--- config.mk ---
export PLATFORM = sky130hd
export DESIGN_NAME = imuldiv_muldiv_arb2
export DESIGN_NICKNAME = d
export VERILOG_FILES = /design/src/rtl/imuldiv_muldiv_arb2_pkg.sv /design/src/rtl/imuldiv_muldiv_arb2_tag_queue.sv /design/src/rtl/imuldiv_muldiv_arb2.sv
export SDC_FILE = /design/constraint.sdc
export NUM_CORES = 1
export LEC_CHECK = 0
export BUFFER_PORTS_ARGS = -buffer_cell sky130_fd_sc_hd__clkbuf_2
export CORE_AREA = 2 2 121 123
export DETAILED_ROUTE_END_ITERATION = 16
export DIE_AREA = 0 0 123 125
export GPL_TIMING_DRIVEN = 0
export PLACE_DENSITY = 0.45
export SLEW_MARGIN = 40
export SYNTH_ARGS = -nofsm -noshare
export SYNTH_HDL_FRONTEND = slang
export SYNTH_SLANG_ARGS = --single-unit
--- constraint.sdc ---
create_clock -name clk -period 2.8 [get_ports clk]
set_input_delay 0.14 -clock clk [delete_from_list [all_inputs] [get_ports clk]]
set_output_delay 0.14 -clock clk [all_outputs]
set_load 0.005 [all_outputs]
--- src/rtl/imuldiv_muldiv_arb2_pkg.sv ---
// Shared constants for the two-requester mul/div arbiter: MulDivReq function
// encodings, requester-ID type and the default outstanding-tag depth.
package imuldiv_muldiv_arb2_pkg;

  localparam logic [2:0] MULDIVREQ_MSG_FUNC_MUL  = 3'd0;
  localparam logic [2:0] MULDIVREQ_MSG_FUNC_DIV  = 3'd1;
  localparam logic [2:0] MULDIVREQ_MSG_FUNC_DIVU = 3'd2;
  localparam logic [2:0] MULDIVREQ_MSG_FUNC_REM  = 3'd3;
  localparam logic [2:0] MULDIVREQ_MSG_FUNC_REMU = 3'd4;

  localparam int ARB_ID_W              = 1;
  localparam int ARB_TAG_DEPTH_DEFAULT = 4;

  typedef enum logic [ARB_ID_W-1:0] {
    ARB_ID_0 = 1'b0,
    ARB_ID_1 = 1'b1
  } arb_id_e;

endpackage

--- src/rtl/imuldiv_muldiv_arb2_tag_queue.sv ---
// 1-bit-wide FIFO remembering which requester owns each outstanding request,
// in the order the requests were sent downstream.
module imuldiv_arb_tag_queue #(
  parameter int DEPTH = 4
) (
  input  logic clk,
  input  logic reset,
  input  logic enq_val,
  input  logic enq_data,
  input  logic deq_val,
  output logic full,
  output logic empty,
  output logic head
);

  localparam int PTR_W   = $clog2(DEPTH);
  localparam int COUNT_W = PTR_W + 1;

  logic [PTR_W-1:0]   head_ptr_q, head_ptr_d;
  logic [PTR_W-1:0]   tail_ptr_q, tail_ptr_d;
  logic [COUNT_W-1:0] count_q, count_d;
  logic [DEPTH-1:0]   mem_q, mem_d;
  logic               do_enq, do_deq;

  always_comb begin
    full   = (count_q == COUNT_W'(DEPTH));
    empty  = (count_q == '0);
    head   = mem_q[head_ptr_q];
    // A push into a full queue is refused even if a pop frees a slot this cycle.
    do_enq = enq_val & ~full;
    do_deq = deq_val & ~empty;

    mem_d = mem_q;
    if (do_enq) mem_d[tail_ptr_q] = enq_data;

    // Pointers wrap naturally because DEPTH is a power of two.
    head_ptr_d = head_ptr_q + PTR_W'(do_deq);
    tail_ptr_d = tail_ptr_q + PTR_W'(do_enq);

    count_d = count_q;
    case ({do_enq, do_deq})
      2'b10:   count_d = count_q + COUNT_W'(1);
      2'b01:   count_d = count_q - COUNT_W'(1);
      default: count_d = count_q;
    endcase
  end

  always_ff @(posedge clk) begin
    if (reset) begin
      head_ptr_q <= '0;
      tail_ptr_q <= '0;
      count_q    <= '0;
    end else begin
      head_ptr_q <= head_ptr_d;
      tail_ptr_q <= tail_ptr_d;
      count_q    <= count_d;
    end
  end

  always_ff @(posedge clk) begin
    mem_q <= mem_d;
  end

endmodule

--- src/rtl/imuldiv_muldiv_arb2.sv ---
// Round-robin arbiter sharing one mul/div unit between two requesters; a tag
// queue steers in-order responses back to the requester that issued them.
module imuldiv_muldiv_arb2
  import imuldiv_muldiv_arb2_pkg::*;
#(
  parameter int TAG_DEPTH = ARB_TAG_DEPTH_DEFAULT
) (
  input  logic        clk,
  input  logic        reset,

  input  logic [2:0]  req0_msg_fn,
  input  logic [31:0] req0_msg_a,
  input  logic [31:0] req0_msg_b,
  input  logic        req0_val,
  output logic        req0_rdy,
  output logic [31:0] resp0_msg_result,
  output logic        resp0_val,
  input  logic        resp0_rdy,

  input  logic [2:0]  req1_msg_fn,
  input  logic [31:0] req1_msg_a,
  input  logic [31:0] req1_msg_b,
  input  logic        req1_val,
  output logic        req1_rdy,
  output logic [31:0] resp1_msg_result,
  output logic        resp1_val,
  input  logic        resp1_rdy,

  output logic [2:0]  muldivreq_msg_fn,
  output logic [31:0] muldivreq_msg_a,
  output logic [31:0] muldivreq_msg_b,
  output logic        muldivreq_val,
  input  logic        muldivreq_rdy,

  input  logic [31:0] muldivresp_msg_result,
  input  logic        muldivresp_val,
  output logic        muldivresp_rdy
);

  arb_id_e prio_q, prio_d, grant;
  logic    rst_dly_q, rst_dly_d;
  logic    out_en;
  logic    tag_full, tag_empty, head_tag;
  logic    head_rdy, req_xfer, resp_xfer;

  always_comb begin
    // Handshakes stay quiet while reset is high and for one cycle after it.
    out_en    = ~reset & ~rst_dly_q;
    rst_dly_d = reset;

    grant = prio_q;
    if (req0_val && !req1_val)      grant = ARB_ID_0;
    else if (req1_val && !req0_val) grant = ARB_ID_1;

    muldivreq_val = (req0_val | req1_val) & ~tag_full & out_en;
    req0_rdy      = (grant == ARB_ID_0) & muldivreq_rdy & ~tag_full & out_en;
    req1_rdy      = (grant == ARB_ID_1) & muldivreq_rdy & ~tag_full & out_en;

    if (grant == ARB_ID_1) begin
      muldivreq_msg_fn = req1_msg_fn;
      muldivreq_msg_a  = req1_msg_a;
      muldivreq_msg_b  = req1_msg_b;
    end else begin
      muldivreq_msg_fn = req0_msg_fn;
      muldivreq_msg_a  = req0_msg_a;
      muldivreq_msg_b  = req0_msg_b;
    end

    // A response with no outstanding tag is a protocol error and is never accepted.
    head_rdy       = head_tag ? resp1_rdy : resp0_rdy;
    muldivresp_rdy = ~tag_empty & head_rdy & out_en;
    resp0_val      = muldivresp_val & ~tag_empty & ~head_tag & out_en;
    resp1_val      = muldivresp_val & ~tag_empty & head_tag & out_en;

    req_xfer  = muldivreq_val & muldivreq_rdy;
    resp_xfer = muldivresp_val & muldivresp_rdy;

    prio_d = prio_q;
    if (req_xfer) prio_d = (grant == ARB_ID_0) ? ARB_ID_1 : ARB_ID_0;
  end

  assign resp0_msg_result = muldivresp_msg_result;
  assign resp1_msg_result = muldivresp_msg_result;

  always_ff @(posedge clk) begin
    rst_dly_q <= rst_dly_d;
    if (reset) prio_q <= ARB_ID_0;
    else       prio_q <= prio_d;
  end

  imuldiv_arb_tag_queue #(
    .DEPTH (TAG_DEPTH)
  ) u_tag_queue (
    .clk      (clk),
    .reset    (reset),
    .enq_val  (req_xfer),
    .enq_data (grant),
    .deq_val  (resp_xfer),
    .full     (tag_full),
    .empty    (tag_empty),
    .head     (head_tag)
  );

endmodule

Word level (Yosys, flattened, before mapping):

Index checks and enable logic that the tools add are counted.

* flip-flop bits (word level): 13
* bits in latches: 0
* bits in writable memories: 0
* bits in read-only memories: 0
* output and inout port bits: 137
* logic and storage cells: 63
* memories kept: 0

* $add $sub $neg: 4
* multipliers: 0
* divide/modulo/power cells: 0
* magnitude comparators: 3
* equal/unequal tests: 3
* shift operators: 0
* muxes and demuxes: 13
* bitwise logic cells: 27
* reductions and logical operators: 7

Operators by type and width (count)
* 2-to-1 mux 32 bit: 2
* AND 1 bit: 20
* less-than comparator 2 x 3 -> 1 bit, second input constant: 2
* 2-to-1 mux 1 bit: 6
* inverter 1 bit: 6
* case mux 3 bit (2 select lines): 1
* adder 2 x 1 -> 2 bit: 2
* bitwise mux 4 bit: 1
* adder 3 x 1 -> 3 bit, second input constant: 1
* equality test 3 bit, second input constant: 1
* logical AND 1 bit: 3
* zero test 3 bit: 1
* 2-to-1 mux 3 bit: 1
* subtractor 3 x 1 -> 3 bit, second input constant: 1
* binary-select mux 1 bit (select 2 bit): 1
* demux 1 bit (select 2 bit): 1
* equality test 2 x 1 -> 1 bit, second input constant: 1
* equality test 2 bit, second input constant: 1
* >= comparator 2 x 1 -> 1 bit, second input constant: 1
* zero test 1 bit: 2
* nonzero test 2 bit: 1
* bitwise OR 1 bit: 1

Longest topological paths before layout:

* depth in word-level cells: 9
* depth in mapped cells: 10

Hierarchy:

From an unflattened synthesis, not the netlist that was laid out.

* cells, all modules: 203
* area total of the unflattened synthesis: 1988.2 um^2

By module, submodules not included
* imuldiv_muldiv_arb2: times used 1, cells each 159, area each 1480.2 um^2, seq. area each 40.0 um^2
* imuldiv_arb_tag_queue: times used 1, cells each 44, area each 508.0 um^2, seq. area each 260.2 um^2

Least setup slack after synthesis:

OpenSTA, ideal clock, no wires.

* kind: register to register
* start point: reg u_tag_queue.head_ptr_q[0]
* end point: reg u_tag_queue.count_q[2]
* library setup time: 70 ps
* arrival time: 2291 ps
* required time: 2730 ps
* path slack: 439 ps
* stages on the path, launching flop included: 10
* buffers on the path: 0
* period minus slack after synthesis: 2361 ps
* cells stage by stage: dfxtp_1 mux4_2 mux2i_1 nor2_1 ha_1 inv_1 fa_1 xor2_1 or3_1 a21oi_1

* longest elaborated chain between the ends: 9
* elaborated cells on any way between the ends: 11
* classes of those cells: 2 x eq/ne; 4 x mux; 4 x bitwise; 1 x reduce/logical

RTL lines
* start: declaration: RTL line imuldiv_muldiv_arb2_tag_queue.sv:19 `logic [PTR_W-1:0] head_ptr_q, head_ptr_d;`
* start signal: assignment: RTL line imuldiv_muldiv_arb2_tag_queue.sv:54 `head_ptr_q <= head_ptr_d;`
* binary-select mux 1 bit (select 2 bit) *: RTL line imuldiv_muldiv_arb2_tag_queue.sv:28 `head = mem_q[head_ptr_q];`
* 2-to-1 mux 1 bit (not written as such) *: RTL line imuldiv_muldiv_arb2_tag_queue.sv:28
* 2-to-1 mux 1 bit *: RTL line imuldiv_muldiv_arb2.sv:70 `head_rdy = head_tag ? resp1_rdy : resp0_rdy;`
* AND 1 bit * (2 in a row): RTL line imuldiv_muldiv_arb2.sv:71 `muldivresp_rdy = ~tag_empty & head_rdy & out_en;`
* AND 1 bit *: RTL line imuldiv_muldiv_arb2.sv:76 `resp_xfer = muldivresp_val & muldivresp_rdy;`
* AND 1 bit *: RTL line imuldiv_muldiv_arb2_tag_queue.sv:31 `do_deq = deq_val & ~empty;`
* equality test 2 x 1 -> 1 bit / equality test 2 bit (equally long branches): RTL line imuldiv_muldiv_arb2_tag_queue.sv:41 `case ({do_enq, do_deq})`
* case mux 3 bit (2 select lines) / nonzero test 2 bit (equally long branches)
* end signal: assignment: RTL line imuldiv_muldiv_arb2_tag_queue.sv:56 `count_q <= count_d;`
* end: declaration: RTL line imuldiv_muldiv_arb2_tag_queue.sv:21 `logic [COUNT_W-1:0] count_q, count_d;`

Mark *: on every way between the ends. The rest lies on a longest branch, timed or not. The select of a mux whose other input is x is not followed.
A chain may end at the register's enable or synchronous reset.

Worst setup path in the final report:

Same ends and word-level chain as after synthesis.

==> flow_summary.toml <==
[run_status]
status = "completed"

[timing]
setup_ws_ps = 248
setup_viol = 0
fin_crit_ps = 2550
tightestPinTransition_ps = 331
period_share_pct = 91.2
clock-skew-final_ps = 0.757
fmax_mhz = 392
rsz0062_at_grt = "false"
whs_ps = 23.7
hold_violations = 0
tns_ps = 0
maxSlewHeadroom_pct = 77.8
final-max-slew-violation-count = 0

[cells_and_area]
final_cell_mix = "clkbuf_2, mux2_2, buf_4"
diodes = 0
synthToLayoutAreaGrowth_pct = 86.0
fin_util_pct = 25.9
drive_gt1_share_pct = 87.6
nets = 663
mostFrequentLayoutCell = "clkbuf_2"

[floorplan]
die_w_um = 123
fp-row-count = 44
core_area_mm2 = 0.0142
dieArea_mm2 = 0.0154
die_h_um = 125
io_pins = 311
start_util_pct = 13.9

[worst_setup_path]
cp.required_ps = 2970
rr_startpoint = "u_tag_queue.head_ptr_q[0]"
path_class = "reg2reg"
cp-start-kind = "register"
reg2reg_depth = 9
critPathCaptureType = "register"
critical_path_buf_inv_count = 1
cp_top_family = "multiplexers"
path_max_fanout = 3
regToRegEndpoint = "u_tag_queue.count_q[2]"
cpPeakStageDelay_ps = 550
critical_path.cell_chain = "mux4_2, mux2i_1, nor2_1, ha_1, inv_1, fa_1, xor2_1, or3_1, a21oi_1"
arrival_ps = 2730
rrSetupSlack_ps = 250
slowest_stage = "mux4_2"

[global_route]
antenna_found_initial = 0
grt_overflow = 0
grt_pass1_vias = 2334
grtUsageTotal_pct = 9.54
grt_max_degree = 14
grt_pass1_wl_um = 11400

[clock_network]
cts_buffers = 3
cts_tree = "built"
h-tree-depth = 1
clock-sinks = 13
postCtsHoldBufs = 0
clk_pin_slew_ps = 50
cts_resized = 0
root_buffer = "clkbuf_16"
cts_setup_buffers = 0
clkLatencyLatePin_ps = 240
max-clock-path-buffers = 2

[worst_hold_path]
min_from = "reset"
whs_path_depth = 1
worstHoldEndpoint = "rst_dly_q"
hp-class = "in2reg"

[route]
first_pass_iters = 4
num_vias = 2464
drt-initial-drc-count = 35
wirelength_um = 8630
wl_per_cell_um = 12.9
vias_per_cell = 3.69
remaining_drc_errors = 0
ant_nets = 0

[synth]
synth_seq_cells = 13
syn_area_mm2 = 0.00198
synthDistinctLibCells = 30
synth-seq-area-share_pct = 15.2
synthesis.nets = 380
syn_inst = 202
yosys_warnings = 0
avgSynthCellArea_um2 = 9.80

[place]
gp_congestion = 0.816
hpwl_um = 7820
pre_cts_ws_ps = 252
portBuffers = 278

[power_and_ir_drop]
power_density_mw_per_mm2 = 262
irDropWorstVdd_uv = 209
leakage_nw = 2.05

[run]
maxCapViolCount = 0
## worst max path at each step
stage,start,end,slack [ps],cells past startpoint
2_1_floorplan,u_tag_queue.head_ptr_q[0],u_tag_queue.count_q[2],440,9
3_3_place_gp,u_tag_queue.head_ptr_q[0],u_tag_queue.count_q[2],290,9
3_5_place_dp,u_tag_queue.head_ptr_q[0],u_tag_queue.count_q[2],250,9
4_1_cts,u_tag_queue.head_ptr_q[0],u_tag_queue.count_q[2],230,9
5_1_grt,u_tag_queue.head_ptr_q[0],u_tag_queue.count_q[2],80,9
6_report,u_tag_queue.head_ptr_q[0],u_tag_queue.count_q[2],250,9
## sequential cells by signal (all words and copies together) (netlist names)
| signal | count |
|---|---|
| prio_q | 1 |
| rst_dly_q | 1 |
| u_tag_queue.count_q | 3 |
| u_tag_queue.head_ptr_q | 2 |
| u_tag_queue.mem_q | 4 |
| u_tag_queue.tail_ptr_q | 2 |
## stage by stage
| stage | total power, W | std cells | cell area [um2] |
|---|---|---|---|
| finish | 0.000965 | 668 | 3680 |
| global route | 0.00103 | 668 | 3680 |
| CTS | 0.000978 | 668 | 3680 |
| floorplan | 0.000443 | 202 | 1980 |
| global placement | 0.000701 | 664 | 3600 |
| detailed placement | 0.000702 | 664 | 3600 |
## power breakdown
group	internal [W]	switching [W]
Clock	0.000190	0.0000822
Combinational	0.000310	0.000180
Sequential	0.000199	0.00000332
## area by class of cell
cell class	instances	area (um2)
multi-input cells	110	1070
clock inverters	1	5.00
fillers	1541	10500
flip-flops and latches	13	300
repair buffers	278	1390
plain buffers	72	582
inverters	7	26.3
well taps	184	230
clock buffers	3	75.1
## synthesized netlist by cell type
cell,count,area share (%)
a21oi_1,2,0.51
a311oi_1,1,0.44
a41oi_1,1,0.44
and2_1,1,0.32
and3_1,1,0.32
and3b_1,1,0.44
buf_2,1,0.25
buf_4,64,24
clkbuf_8,7,4.9
dfxtp_1,9,9.1
edfxtp_1,4,6.1
fa_1,1,1.0
ha_1,3,1.9
inv_1,7,1.3
maj3_2,1,0.57
mux2_2,67,38
mux2i_1,1,0.51
mux4_2,1,1.1
nand3_1,1,0.25
nand3b_1,1,0.38
nand4b_1,1,0.44
nor2_1,10,1.9
nor2b_1,3,0.95
nor3_1,5,1.3
nor4_1,1,0.32
o21ai_0,1,0.25
or3_1,1,0.32
or3b_4,1,0.57
xnor2_1,2,0.89
xor2_1,2,0.89
## cell families after synthesis
group           Yosys count  synth area share [%]
simple gates             27                  7.46
mux                      69                  39.8
buf+inv                  79                  30.7
xor+xnor                  4                  1.77
compound gates            5                  1.64
flops                    13                  15.2
fa+ha+maj                 5                  3.48
## routing by layer
metal  track usage (%)  wire (um)
met5                 0          0
met4             0.802         24
met3              1.73        821
met2              18.7       4490
met1              10.9       3290
Power figures use the tool's default switching activity.
